### src/rtl/alu_seq_pkg.sv
// alu_seq_pkg: funct codes, FSM state type and the legal-funct helper
// shared by the ALU sequencer and its bench.
package alu_seq_pkg;

  localparam logic [5:0] FN_SLL   = 6'd0;
  localparam logic [5:0] FN_MFHI  = 6'd16;
  localparam logic [5:0] FN_MFLO  = 6'd18;
  localparam logic [5:0] FN_MULTU = 6'd25;
  localparam logic [5:0] FN_ADD   = 6'd32;
  localparam logic [5:0] FN_SUB   = 6'd34;
  localparam logic [5:0] FN_AND   = 6'd36;
  localparam logic [5:0] FN_OR    = 6'd37;
  localparam logic [5:0] FN_SLT   = 6'd42;

  typedef enum logic [3:0] {
    IDLE, EXEC, MUL, DRAIN, MFHI, MFLO, RESP, RESP_HI, RESP_LO
  } alu_seq_state_t;

  // Requester-visible ops only; MFHI/MFLO are issued internally.
  function automatic logic is_legal(input logic [5:0] f);
    return f inside {FN_AND, FN_OR, FN_ADD, FN_SUB, FN_SLT, FN_SLL, FN_MULTU};
  endfunction

endpackage

### src/rtl/alu_seq_if.sv
// alu_seq_if: request and response valid/ready channels of the ALU sequencer.
interface alu_seq_if;
  logic        req_valid;
  logic        req_ready;
  logic [5:0]  req_funct;
  logic [31:0] req_a;
  logic [31:0] req_b;
  logic        rsp_valid;
  logic        rsp_ready;
  logic [31:0] rsp_data;
  logic        rsp_last;
  logic        rsp_err;

  modport master (
    output req_valid, req_funct, req_a, req_b, rsp_ready,
    input  req_ready, rsp_valid, rsp_data, rsp_last, rsp_err
  );

  modport slave (
    input  req_valid, req_funct, req_a, req_b, rsp_ready,
    output req_ready, rsp_valid, rsp_data, rsp_last, rsp_err
  );
endinterface

### src/rtl/alu_seq_timer.sv
// alu_seq_timer: loadable 32-bit down-counter; o_zero flags a count of 0.
module alu_seq_timer (
  input  logic        clk,
  input  logic        reset,
  input  logic        i_load,
  input  logic [31:0] i_load_val,
  input  logic        i_dec,
  output logic        o_zero
);
  logic [31:0] r_count;

  // Load wins over decrement; the count never wraps below zero.
  always_ff @(posedge clk) begin
    if (reset)                         r_count <= '0;
    else if (i_load)                   r_count <= i_load_val;
    else if (i_dec && r_count != '0)   r_count <= r_count - 32'd1;
  end

  assign o_zero = (r_count == '0);
endmodule

### src/rtl/alu_sequencer.sv
// alu_sequencer: issues one ALU op at a time to TotalALU, sequences
// MULTU -> drain -> MFHI -> MFLO itself, and returns buffered response beats.
// Optional feature macro: ALU_SEQ_ILLEGAL_CHK_EN (reject unsupported funct codes).
module alu_sequencer
  import alu_seq_pkg::*;
#(
  parameter int MUL_CYCLES   = 33,
  parameter int DRAIN_CYCLES = 2
) (
  input  logic        clk,
  input  logic        reset,
  alu_seq_if.slave    bus,
  output logic [31:0] alu_dataA,
  output logic [31:0] alu_dataB,
  output logic [5:0]  alu_signal,
  input  logic [31:0] alu_out
);

  alu_seq_state_t r_state, w_state_nxt;
  logic [5:0]  r_funct;
  logic [31:0] r_a, r_b, r_hi, r_lo;
  logic        r_req_ready, r_rsp_valid, r_rsp_last;
  logic [31:0] r_rsp_data;
  logic [5:0]  r_alu_signal;
  logic [31:0] r_alu_a, r_alu_b;
  logic        w_accept, w_illegal;
  logic        w_tmr_load, w_tmr_dec, w_tmr_zero;
  logic [31:0] w_tmr_val;

  assign w_accept = bus.req_valid && r_req_ready;

`ifdef ALU_SEQ_ILLEGAL_CHK_EN
  logic r_rsp_err;
  assign w_illegal   = !is_legal(bus.req_funct);
  assign bus.rsp_err = r_rsp_err;

  // Error flag belongs to the operation being accepted.
  always_ff @(posedge clk) begin
    if (reset)                               r_rsp_err <= 1'b0;
    else if (r_state == IDLE && w_accept)    r_rsp_err <= w_illegal;
  end
`else
  assign w_illegal   = 1'b0;
  assign bus.rsp_err = 1'b0;
`endif

  alu_seq_timer u_timer (
    .clk        (clk),
    .reset      (reset),
    .i_load     (w_tmr_load),
    .i_load_val (w_tmr_val),
    .i_dec      (w_tmr_dec),
    .o_zero     (w_tmr_zero)
  );

  // State register.
  always_ff @(posedge clk) begin
    if (reset) r_state <= IDLE;
    else       r_state <= w_state_nxt;
  end

  // Next state and timer control; timer loads N-1 as MUL/DRAIN is entered.
  always_comb begin
    w_state_nxt = r_state;
    w_tmr_load  = 1'b0;
    w_tmr_val   = '0;
    w_tmr_dec   = 1'b0;
    case (r_state)
      IDLE: if (w_accept) begin
        if (w_illegal) w_state_nxt = RESP;
        else if (bus.req_funct == FN_MULTU) begin
          w_state_nxt = MUL;
          w_tmr_load  = 1'b1;
          w_tmr_val   = 32'(MUL_CYCLES - 1);
        end else w_state_nxt = EXEC;
      end
      EXEC:  w_state_nxt = RESP;
      MUL: if (w_tmr_zero) begin
        w_state_nxt = DRAIN;
        w_tmr_load  = 1'b1;
        w_tmr_val   = 32'(DRAIN_CYCLES - 1);
      end else w_tmr_dec = 1'b1;
      DRAIN: if (w_tmr_zero) w_state_nxt = MFHI; else w_tmr_dec = 1'b1;
      MFHI:    w_state_nxt = MFLO;
      MFLO:    w_state_nxt = RESP_HI;
      RESP:    if (bus.rsp_ready) w_state_nxt = IDLE;
      RESP_HI: if (bus.rsp_ready) w_state_nxt = RESP_LO;
      RESP_LO: if (bus.rsp_ready) w_state_nxt = IDLE;
      default: w_state_nxt = IDLE;
    endcase
  end

  // Operand latch at accept; Hi/Lo capture at the end of MFHI/MFLO.
  always_ff @(posedge clk) begin
    if (reset) begin
      r_funct <= '0;
      r_a     <= '0;
      r_b     <= '0;
      r_hi    <= '0;
      r_lo    <= '0;
    end else begin
      if (w_accept) begin
        r_funct <= bus.req_funct;
        r_a     <= bus.req_a;
        r_b     <= bus.req_b;
      end
      if (r_state == MFHI) r_hi <= alu_out;
      if (r_state == MFLO) r_lo <= alu_out;
    end
  end

  // Registered outputs decoded from the state being entered; response data
  // only changes on beat-producing transitions so it holds under backpressure.
  always_ff @(posedge clk) begin
    if (reset) begin
      r_req_ready  <= 1'b1;
      r_rsp_valid  <= 1'b0;
      r_rsp_data   <= '0;
      r_rsp_last   <= 1'b0;
      r_alu_signal <= '0;
      r_alu_a      <= '0;
      r_alu_b      <= '0;
    end else begin
      r_req_ready  <= (w_state_nxt == IDLE);
      r_rsp_valid  <= (w_state_nxt inside {RESP, RESP_HI, RESP_LO});
      r_alu_signal <= '0;
      r_alu_a      <= '0;
      r_alu_b      <= '0;
      case (w_state_nxt)
        EXEC, MUL: begin
          r_alu_signal <= w_accept ? bus.req_funct : r_funct;
          r_alu_a      <= w_accept ? bus.req_a     : r_a;
          r_alu_b      <= w_accept ? bus.req_b     : r_b;
        end
        MFHI:    r_alu_signal <= FN_MFHI;
        MFLO:    r_alu_signal <= FN_MFLO;
        default: ;
      endcase
      case (r_state)
        IDLE: if (w_accept && w_illegal) begin
          r_rsp_data <= '0;
          r_rsp_last <= 1'b1;
        end
        EXEC: begin
          r_rsp_data <= alu_out;
          r_rsp_last <= 1'b1;
        end
        MFLO: begin
          r_rsp_data <= r_hi;
          r_rsp_last <= 1'b0;
        end
        RESP_HI: if (bus.rsp_ready) begin
          r_rsp_data <= r_lo;
          r_rsp_last <= 1'b1;
        end
        default: ;
      endcase
    end
  end

  assign bus.req_ready = r_req_ready;
  assign bus.rsp_valid = r_rsp_valid;
  assign bus.rsp_data  = r_rsp_data;
  assign bus.rsp_last  = r_rsp_last;
  assign alu_signal    = r_alu_signal;
  assign alu_dataA     = r_alu_a;
  assign alu_dataB     = r_alu_b;

endmodule

### src/flat_wrapper.sv
// flat-port wrapper written by rule: the top's interface ports become plain ports
module alu_sequencer_flat import alu_seq_pkg::*;
#(
  parameter int MUL_CYCLES   = 33,
  parameter int DRAIN_CYCLES = 2
)
  (clk, reset, alu_dataA, alu_dataB, alu_signal, alu_out, bus_req_valid, bus_req_funct, bus_req_a, bus_req_b, bus_rsp_ready, bus_req_ready, bus_rsp_valid, bus_rsp_data, bus_rsp_last, bus_rsp_err);
  alu_seq_if bus_i ();
  input  logic clk;
  input  logic reset;
  output logic [31:0] alu_dataA;
  output logic [31:0] alu_dataB;
  output logic [5:0] alu_signal;
  input  logic [31:0] alu_out;
  input wire logic [$bits(bus_i.req_valid)-1:0] bus_req_valid;
  input wire logic [$bits(bus_i.req_funct)-1:0] bus_req_funct;
  input wire logic [$bits(bus_i.req_a)-1:0] bus_req_a;
  input wire logic [$bits(bus_i.req_b)-1:0] bus_req_b;
  input wire logic [$bits(bus_i.rsp_ready)-1:0] bus_rsp_ready;
  output wire logic [$bits(bus_i.req_ready)-1:0] bus_req_ready;
  output wire logic [$bits(bus_i.rsp_valid)-1:0] bus_rsp_valid;
  output wire logic [$bits(bus_i.rsp_data)-1:0] bus_rsp_data;
  output wire logic [$bits(bus_i.rsp_last)-1:0] bus_rsp_last;
  output wire logic [$bits(bus_i.rsp_err)-1:0] bus_rsp_err;
  assign bus_i.req_valid = bus_req_valid;
  assign bus_i.req_funct = bus_req_funct;
  assign bus_i.req_a = bus_req_a;
  assign bus_i.req_b = bus_req_b;
  assign bus_i.rsp_ready = bus_rsp_ready;
  assign bus_req_ready = bus_i.req_ready;
  assign bus_rsp_valid = bus_i.rsp_valid;
  assign bus_rsp_data = bus_i.rsp_data;
  assign bus_rsp_last = bus_i.rsp_last;
  assign bus_rsp_err = bus_i.rsp_err;
  alu_sequencer #(.MUL_CYCLES(MUL_CYCLES), .DRAIN_CYCLES(DRAIN_CYCLES)) u_core (.clk(clk), .reset(reset), .bus(bus_i), .alu_dataA(alu_dataA), .alu_dataB(alu_dataB), .alu_signal(alu_signal), .alu_out(alu_out));
endmodule
### config.mk
export PLATFORM = sky130hd
export DESIGN_NAME = alu_sequencer_flat
export DESIGN_NICKNAME = d
export VERILOG_FILES = /design/src/rtl/alu_seq_pkg.sv /design/src/rtl/alu_seq_if.sv /design/src/rtl/alu_seq_timer.sv /design/src/rtl/alu_sequencer.sv /design/src/flat_wrapper.sv
export SDC_FILE = /design/constraint.sdc
export NUM_CORES = 1
export LEC_CHECK = 0
export BUFFER_PORTS_ARGS = -buffer_cell sky130_fd_sc_hd__buf_2
export CORE_MARGIN = 2
export CORE_UTILIZATION = 30
export CTS_BUF_LIST = sky130_fd_sc_hd__clkbuf_16
export CTS_CLUSTER_SIZE = 25
export DETAILED_ROUTE_END_ITERATION = 8
export PLACE_DENSITY = 0.47
export SKIP_LAST_GASP = 1
export SLEW_MARGIN = 20
export SYNTH_ARGS = -nofsm -noshare
export SYNTH_HDL_FRONTEND = slang
export SYNTH_SLANG_ARGS = --single-unit
export TNS_END_PERCENT = 100
### constraint.sdc
create_clock -name clk -period 2.81 [get_ports clk]
set_clock_uncertainty 0.1 [all_clocks]
set_input_delay 0.4215 -clock clk [delete_from_list [all_inputs] [get_ports clk]]
set_output_delay 0.4215 -clock clk [all_outputs]
set_load 0.02 [all_outputs]
==> results of run 1 <==
[metrics by stage]
stage | hold WS [ns] | utilization
floorplan | 0.336 | -
global placement | 0.341 | 0.353
detailed placement | 0.346 | 0.353
CTS | 0.000333 | 0.395
global route | 0.0180 | 0.395
finish | 0.0210 | 0.395
[power by group through the flow]
stage	Sequential (mW)	Combinational, mW	Clock, mW
finish	5.09	5.93	3.63
global route	5.19	6.57	3.93
CTS	5.10	5.99	3.76
detailed placement	5.18	5.90	0
global placement	5.16	5.89	0
floorplan	5.44	3.63	0
[layer usage]
metal / share of wire / up-vias / global-route usage / routed length, µm
met5: 0 / - / 0 / 0
met1: 0.48 / 3969 / 0.206 / 13500
met4: 0.016 / 0 / 0.0331 / 436
li1: - / 4392 / - / -
met2: 0.43 / 232 / 0.238 / 12200
met3: 0.070 / 36 / 0.0371 / 1970
[cell usage after synthesis, types with 2 or more instances]
cell type                  count  share of area
sky130_fd_sc_hd__nand3b_1      2         0.0015
sky130_fd_sc_hd__dfxtp_1     275           0.54
sky130_fd_sc_hd__nor2_1      177          0.065
sky130_fd_sc_hd__buf_2         7         0.0034
sky130_fd_sc_hd__or3_1         8         0.0049
sky130_fd_sc_hd__mux2i_1     101          0.098
sky130_fd_sc_hd__and3_1        4         0.0024
sky130_fd_sc_hd__or4_1         7         0.0051
sky130_fd_sc_hd__nand4_1       9         0.0055
sky130_fd_sc_hd__nor4b_1       3         0.0026
sky130_fd_sc_hd__or2_2         5         0.0030
sky130_fd_sc_hd__clkbuf_1     61          0.022
sky130_fd_sc_hd__nand2b_1      4         0.0024
sky130_fd_sc_hd__nand2_1     143          0.052
sky130_fd_sc_hd__nor3_1       79          0.039
sky130_fd_sc_hd__and4_1        2         0.0017
sky130_fd_sc_hd__a211oi_1     34          0.025
sky130_fd_sc_hd__nand3_1      11         0.0054
sky130_fd_sc_hd__a21oi_1     107          0.052
sky130_fd_sc_hd__buf_4         2         0.0015
sky130_fd_sc_hd__buf_1        15         0.0055
sky130_fd_sc_hd__inv_1         7         0.0026
sky130_fd_sc_hd__and2_1        3         0.0018
sky130_fd_sc_hd__a21o_1        3         0.0022
sky130_fd_sc_hd__xnor2_1      14          0.012
sky130_fd_sc_hd__o211ai_1      2         0.0015
sky130_fd_sc_hd__nor2b_1       3         0.0018
sky130_fd_sc_hd__xor2_1       12          0.010
sky130_fd_sc_hd__o21ai_0       6         0.0029
sky130_fd_sc_hd__nor4_1       13         0.0079
sky130_fd_sc_hd__o31ai_1       5         0.0037
sky130_fd_sc_hd__or4_4         2         0.0022
[sequential cells by signal, summed over array words and instances, names as in the netlist]
name and cells:
u_core.u_timer.r_count 32, u_core.r_hi 32, u_core.alu_dataB 32, u_core.bus.rsp_data 32
u_core.r_funct 6, u_core.alu_dataA 32, u_core.bus.rsp_valid 1, u_core.bus.rsp_last 1
u_core.r_state 4, u_core.bus.req_ready 1, u_core.alu_signal 6, u_core.r_a 32
u_core.r_lo 32, u_core.r_b 32
[path summary, 6_finish.rpt]
kind	startpoint	to	slack (ns)
max	u_core.u_timer.r_count[2]	u_core.alu_signal[1]	0.17
min	bus_req_a[16]	u_core.r_a[16]	0.02
max reg2reg	u_core.u_timer.r_count[2]	u_core.alu_signal[1]	0.17
min reg2reg	u_core.r_hi[20]	u_core.r_hi[20]	0.35
[logic make-up (layout without fill, tap and decap cells)]
group,after synthesis,after routing,share of synthesized area
AOI/OAI and AO/OA,166,166,0.0952
xor gates and xnor gates,26,26,0.0222
adders and majority gates,1,1,0.00122
buffers and inverters,92,348,0.0352
DFF,275,275,0.536
muxes,101,101,0.0985
other,1,3,0.000365
and+or+nand+nor,482,482,0.211
[layout make-up]
| class | instances | area, µm² | area share |
|---|---|---|---|
| well taps | 448 | 561 | 0.0422 |
| diodes | 2 | 5.00 | 0.000377 |
| inverters | 7 | 26.3 | 0.00198 |
| clock buffers | 30 | 751 | 0.0565 |
| repair buffers | 286 | 1840 | 0.139 |
| multi-input cells | 777 | 4420 | 0.333 |
| clock inverters | 25 | 166 | 0.0125 |
| flip-flops and latches | 275 | 5510 | 0.415 |
[tightest hold or removal path: cells and delay by family]
| kind | cells | cell delay [ns] |
|---|---|---|
| muxes | 1 | 0.07 |
| and+or+nand+nor | 1 | 0.08 |
| buffers and inverters | 1 | 0.08 |
==> results.txt, run 1 <==
----------------------------------------------------
[STA]
  Slew Limit Fails ... 0
  Setup repair after global routing missed its margin ... no
  Period Utilization, post-route ... 0.939
  Minimum clock period ... 2.64 ns
  Max-slew headroom ... 0.469
  Number of hold violations in the final report ... 0
  Worst-Margin Slew ... ~0.8 ns
  Number of setup violations in the final report ... 0
  Maximum clock frequency ... between 300 and 400 MHz
  Setup TNS ... 0 ns
  Final setup margin ... 0.171 ns

[Final layout]
  Fraction of layout instances using a drive strength above 1 ... 0.209
  Area of all placed cells without fillers ... 13300 µm²
  Final instance count without filler cells ... 1850
  Final net count ... 1484
  Syn-to-layout area delta ... 29.3%
  Most common library cell in the layout ignoring fill and taps ... sky130_fd_sc_hd__dfxtp_1
  Highest-count cells in the layout ignoring fill and taps ... 274 x sky130_fd_sc_hd__dfxtp_1, 209 x sky130_fd_sc_hd__buf_2, 177 x sky130_fd_sc_hd__nor2_1
  Number of inserted filler cells in the final layout ... 3480

[Routing]
  Router iterations before antenna repair ... 4
  DRC Markers ... 0
  Count of routing violations after the opening detailed-route iteration ... about 360
  Post-route ant nets ... 0
  Total length of routed wires ... 28.1 mm
  Routed via count ... 8629
  Routed wirelength normalized by instance count ... 15.2 µm
  Vias per Instance ... 4.66

[Clocking]
  Cell at the root of the clock tree ... sky130_fd_sc_hd__clkbuf_16
  Clock insertion delay at the later pin of the skew report ... between 0.5 and 0.6 ns
  Number of buffers added by the clock tree synthesis step ... 30
  Post CTS Setup Buffer Count ... 0
  Clk buf depth ... 3
  Sinks on Clock Net ... 275
  Htree depth ... 1
  Hold bufs inserted after CTS ... 50
  Quantity of gates resized following cts ... 0
  TritonCTS clock tree ... done
  Clock-pin slew on the worst setup and hold paths ... 0.06 ns

[Die]
  # IOs ... 212
  Placement Rows ... 67
  Effective utilization at floorplan ... 0.305
  Die boundary height ... 189 µm
  Die Outline Area ... 35700 µm²
  Die Span X ... 189 µm
  Area of the core ... about 34000 µm²

[Logic synthesis]
  Fraction of registers with async set/reset ... 0
  Area of the mapped netlist ... around 10000 µm²
  Number of enable-type register cells in the synthesized netlist ... 0
  Share of synthesized area occupied by flip-flops and latches ... 0.536
  Syn Inst Count ... 1144
  Syn. warnings ... 0
  Avg Cell Area, Syn ... 8.98 µm²
  Synthesized Nets ... approximately 1300
  Flop and latch count out of synthesis ... 275
  Distinct cell type count of the synthesized netlist ... 50
  Post-synth top flop ... sky130_fd_sc_hd__dfxtp_1

[Job]
  Max Cap Viol ... 0

[Placement]
  Area post-placement ... about 12000 µm²
  Setup slack after placement ... 0.181 ns
  Routability congestion estimate ... 0.749
  # placed instances ... about 1700
  Half-perimeter wire length after placement ... approximately 18 mm
  Count of port buffers added during placement ... 210

[Critical path]
  Critical Path Stages ... 6
  Critical path fanouts, max ... 5
  Critical path data arrival time ... 3.01 ns
  Cells traversed along the worst timing path ... or4_4 > or4_1 > o311a_1 > nor3_1 > nand4_1 > o31ai_1
  Endpoint required time on the critical path ... approximately 3.2 ns
  Crit path buf inv count ... 0
  Endpoint class of the critical path ... flip-flop
  Critical Path Slowest Stage Cell ... sky130_fd_sc_hd__or4_4
  Critical path startpoint category ... flip-flop
  Critical path's top delay family ... simple AND/OR/NAND/NOR gates
  Worst setup path category ... reg -> reg
  Register-to-Register Path Depth ... 6
  Delay of the slowest cell on the worst path ... 0.59 ns

[Min path]
  Hold path depth ... 3
  Worst hold-check path type ... in -> reg

[Global routing]
  Number of antenna violations at the first check in global routing ... 3
  Total overflow reported by the global router ... 0
  Pin count of the biggest net entering global routing ... 106
  First-pass GRT wire length ... ~44 mm
  Total routing resource utilization after global routing ... 0.150
  Number of global-route vias before repair ... 8170

[Power and ir drop]
  Power per cell area ... 1100 nW/µm²
  Int Pwr ... between 8 and 9 mW
  Reported net switching power ... 5.69 mW
  Peak supply drop ... 574 µV
  Power, Total ... 14.7 mW
  Relative contribution of sequential cells to total power ... 0.348
  Switching Fraction ... 0.388
  Clock power frac ... 0.247
  Share of power burned in combinational logic ... 0.405
  Reported leakage power ... 5.64 nW

[Status]
  Result of the run ... finished, final reports clean

----------------------------------------------------
Note: power is estimated with default switching activity, not from simulation.
==> run 2: changes to the inputs <==
--- a/config.mk
+++ b/config.mk
@@ -7,11 +7,11 @@
 export LEC_CHECK = 0
 export BUFFER_PORTS_ARGS = -buffer_cell sky130_fd_sc_hd__buf_2
 export CORE_MARGIN = 2
-export CORE_UTILIZATION = 30
+export CORE_UTILIZATION = 40
 export CTS_BUF_LIST = sky130_fd_sc_hd__clkbuf_16
 export CTS_CLUSTER_SIZE = 25
 export DETAILED_ROUTE_END_ITERATION = 8
-export PLACE_DENSITY = 0.47
+export PLACE_DENSITY = 0.59
 export SKIP_LAST_GASP = 1
 export SLEW_MARGIN = 20
 export SYNTH_ARGS = -nofsm -noshare
==> run 2 against run 1 <==
  * Setup slack got worse by 0.038 ns
  * Core utilization increased by 11 points
  * Design area decreased by 4.4%
  * Combinational power decreased by 2%
  * Sequential share of layout area increased by 1.9 points
  * Final cell count decreased by 9.1%
  * Critical endpoint is now u_core.u_timer.r_count[20]
  * Non-clock buffer count decreased by 49
  * Die area decreased by 25%
  * Sequential power about the same
  * Register-to-register slack got worse by 0.04 ns
  * Total power increased by 0.56%
==> results.txt, run 2 (same netlist as run 1, synthesis figures left out) <==
----------------------------------------------------
[Status]
  Result of the run ... finished, final reports clean

[Routing]
  Count of routing violations after the opening detailed-route iteration ... 523
  DRC Markers ... 0
  Routed wirelength normalized by instance count ... 15.3 µm
  Router iterations before antenna repair ... 5
  Vias per Instance ... 5.05
  Total length of routed wires ... 25.7 mm
  Post-route ant nets ... 0
  Routed via count ... 8489

[Final layout]
  Post-layout utilization of the core ... 0.504
  Number of inserted filler cells in the final layout ... between 2000 and 2500
  Fraction of layout instances using a drive strength above 1 ... 0.225
  Most common library cell in the layout ignoring fill and taps ... sky130_fd_sc_hd__dfxtp_1
  Syn-to-layout area delta ... 23.7%
  Final net count ... 1434
  Highest-count cells in the layout ignoring fill and taps ... 274 x sky130_fd_sc_hd__dfxtp_1, 209 x sky130_fd_sc_hd__buf_2, 177 x sky130_fd_sc_hd__nor2_1

[Die]
  Die boundary height ... 164 µm
  # IOs ... 212
  Die Outline Area ... 27000 µm²
  Die Span X ... approximately 160 µm
  Area of the core ... 25200 µm²
  Placement Rows ... slightly below 60
  Effective utilization at floorplan ... 0.408

[Critical path]
  Delay of the slowest cell on the worst path ... 0.59 ns
  Critical Path Slowest Stage Cell ... sky130_fd_sc_hd__or4_4
  Critical path data arrival time ... roughly 3 ns
  Worst setup path category ... reg -> reg
  Endpoint class of the critical path ... flip-flop
  Cells traversed along the worst timing path ... or4_4 > nor4_4 > nand2_1 > or4_4 > or3_1 > a21oi_1
  Endpoint required time on the critical path ... between 3 and 4 ns
  Critical path fanouts, max ... 6
  Library cell appearing most often on the critical path ... sky130_fd_sc_hd__or4_4
  Critical path startpoint category ... flip-flop

[Clocking]
  Clock insertion delay at the later pin of the skew report ... about 0.54 ns
  Cell at the root of the clock tree ... sky130_fd_sc_hd__clkbuf_16
  Htree depth ... 1
  Clock-pin slew on the worst setup and hold paths ... 0.06 ns
  Clk buf depth ... 3
  Hold bufs inserted after CTS ... 0
  Number of buffers added by the clock tree synthesis step ... 29
  Sinks on Clock Net ... 275
  TritonCTS clock tree ... done

[STA]
  Max-slew headroom ... 0.562
  Final setup margin ... between 0.1 and 0.15 ns
  Worst slack on hold paths ... 0.0331 ns
  Number of hold violations in the final report ... 0
  Setup TNS ... 0 ns
  Number of setup violations in the final report ... 0
  Period Utilization, post-route ... 0.953
  Maximum clock frequency ... 373 MHz
  Minimum clock period ... 2.68 ns
  Worst-Margin Slew ... roughly 0.66 ns
  Setup repair after global routing missed its margin ... no
  Slew Limit Fails ... 0

[Power and ir drop]
  Power per cell area ... 1160 nW/µm²
  Clock power frac ... 0.258
  Relative contribution of sequential cells to total power ... 0.346
  Reported leakage power ... 5.44 nW
  Switching Fraction ... 0.379
  Reported net switching power ... around 5.6 mW
  Power, Total ... 14.7 mW
  Share of power burned in combinational logic ... 0.396
  Peak supply drop ... between 700 and 800 µV
  Int Pwr ... roughly 9 mW

[Global routing]
  Number of global-route vias before repair ... approximately 8000
  Total routing resource utilization after global routing ... 0.181
  Number of antenna violations at the first check in global routing ... 4
  Pin count of the biggest net entering global routing ... 105
  Total overflow reported by the global router ... 0
  First-pass GRT wire length ... 40.0 mm

[Placement]
  Count of port buffers added during placement ... 210
  Routability congestion estimate ... about 0.81
  Setup slack after placement ... 0.150 ns
  Half-perimeter wire length after placement ... 16.3 mm

[Min path]
  Worst hold-check path type ... in -> reg

[Job]
  Max Cap Viol ... 0

----------------------------------------------------
[run 2: layout make-up]
cell class	count	area (µm²)	share of cell area
multi-input cells	777	4440	0.349
well taps	330	413	0.0325
inverters	7	26.3	0.00207
clock buffers	29	726	0.0572
flip-flops and latches	275	5510	0.434
repair buffers	237	1350	0.107
diodes	2	5.00	0.000394
clock inverters	24	231	0.0182
[run 2: path summary, 6_finish.rpt]
path,from,endpoint,slack [ns],cells after the start
max,u_core.u_timer.r_count[7],u_core.u_timer.r_count[20],0.13,6
min,bus_req_b[26],u_core.r_b[26],0.03,3
max reg2reg,u_core.u_timer.r_count[7],u_core.u_timer.r_count[20],0.13,6
min reg2reg,u_core.r_lo[29],u_core.r_lo[29],0.35,2
[run 2: through the flow]
stage | std cells | cell area [µm²]
2_1_floorplan | 1144 | 10300
3_3_place_gp | 1624 | 11700
3_5_place_dp | 1624 | 11700
4_1_cts | 1677 | 12600
5_1_grt | 1680 | 12700
6_report | 1681 | 12700
[run 2: power by group through the flow]
stage / sequential (mW) / combinational [mW] / clock (mW)
CTS: 5.10 / 5.64 / 3.92
global placement: 5.16 / 5.60 / 0
floorplan: 5.44 / 3.63 / 0
detailed placement: 5.17 / 5.62 / 0
global route: 5.19 / 6.43 / 4.09
finish: 5.10 / 5.84 / 3.80
[run 2: layer usage]
| metal | global-route usage | share of wire | up-vias | wire, µm |
|---|---|---|---|---|
| li1 | - | - | 4287 | - |
| met4 | 0.0371 | 0.014 | 4 | 360 |
| met2 | 0.287 | 0.44 | 252 | 11200 |
| met5 | 0 | 0.0011 | - | 27 |
| met1 | 0.253 | 0.47 | 3909 | 12200 |
| met3 | 0.0399 | 0.074 | 37 | 1900 |
[run 2: timing repair]
action	4_1_cts	5_1_grt
endpoints found under the hold margin	0	0
resized for setup	0	4
buffers inserted	0	1
endpoints found under the setup margin	0	55
[run 2: critical path, delay by kind of cell (launching register included)]
family             cells  cell delay, ns
and+or+nand+nor        5            2.02
AOI/OAI and AO/OA      1            0.14
DFF                    1            0.35
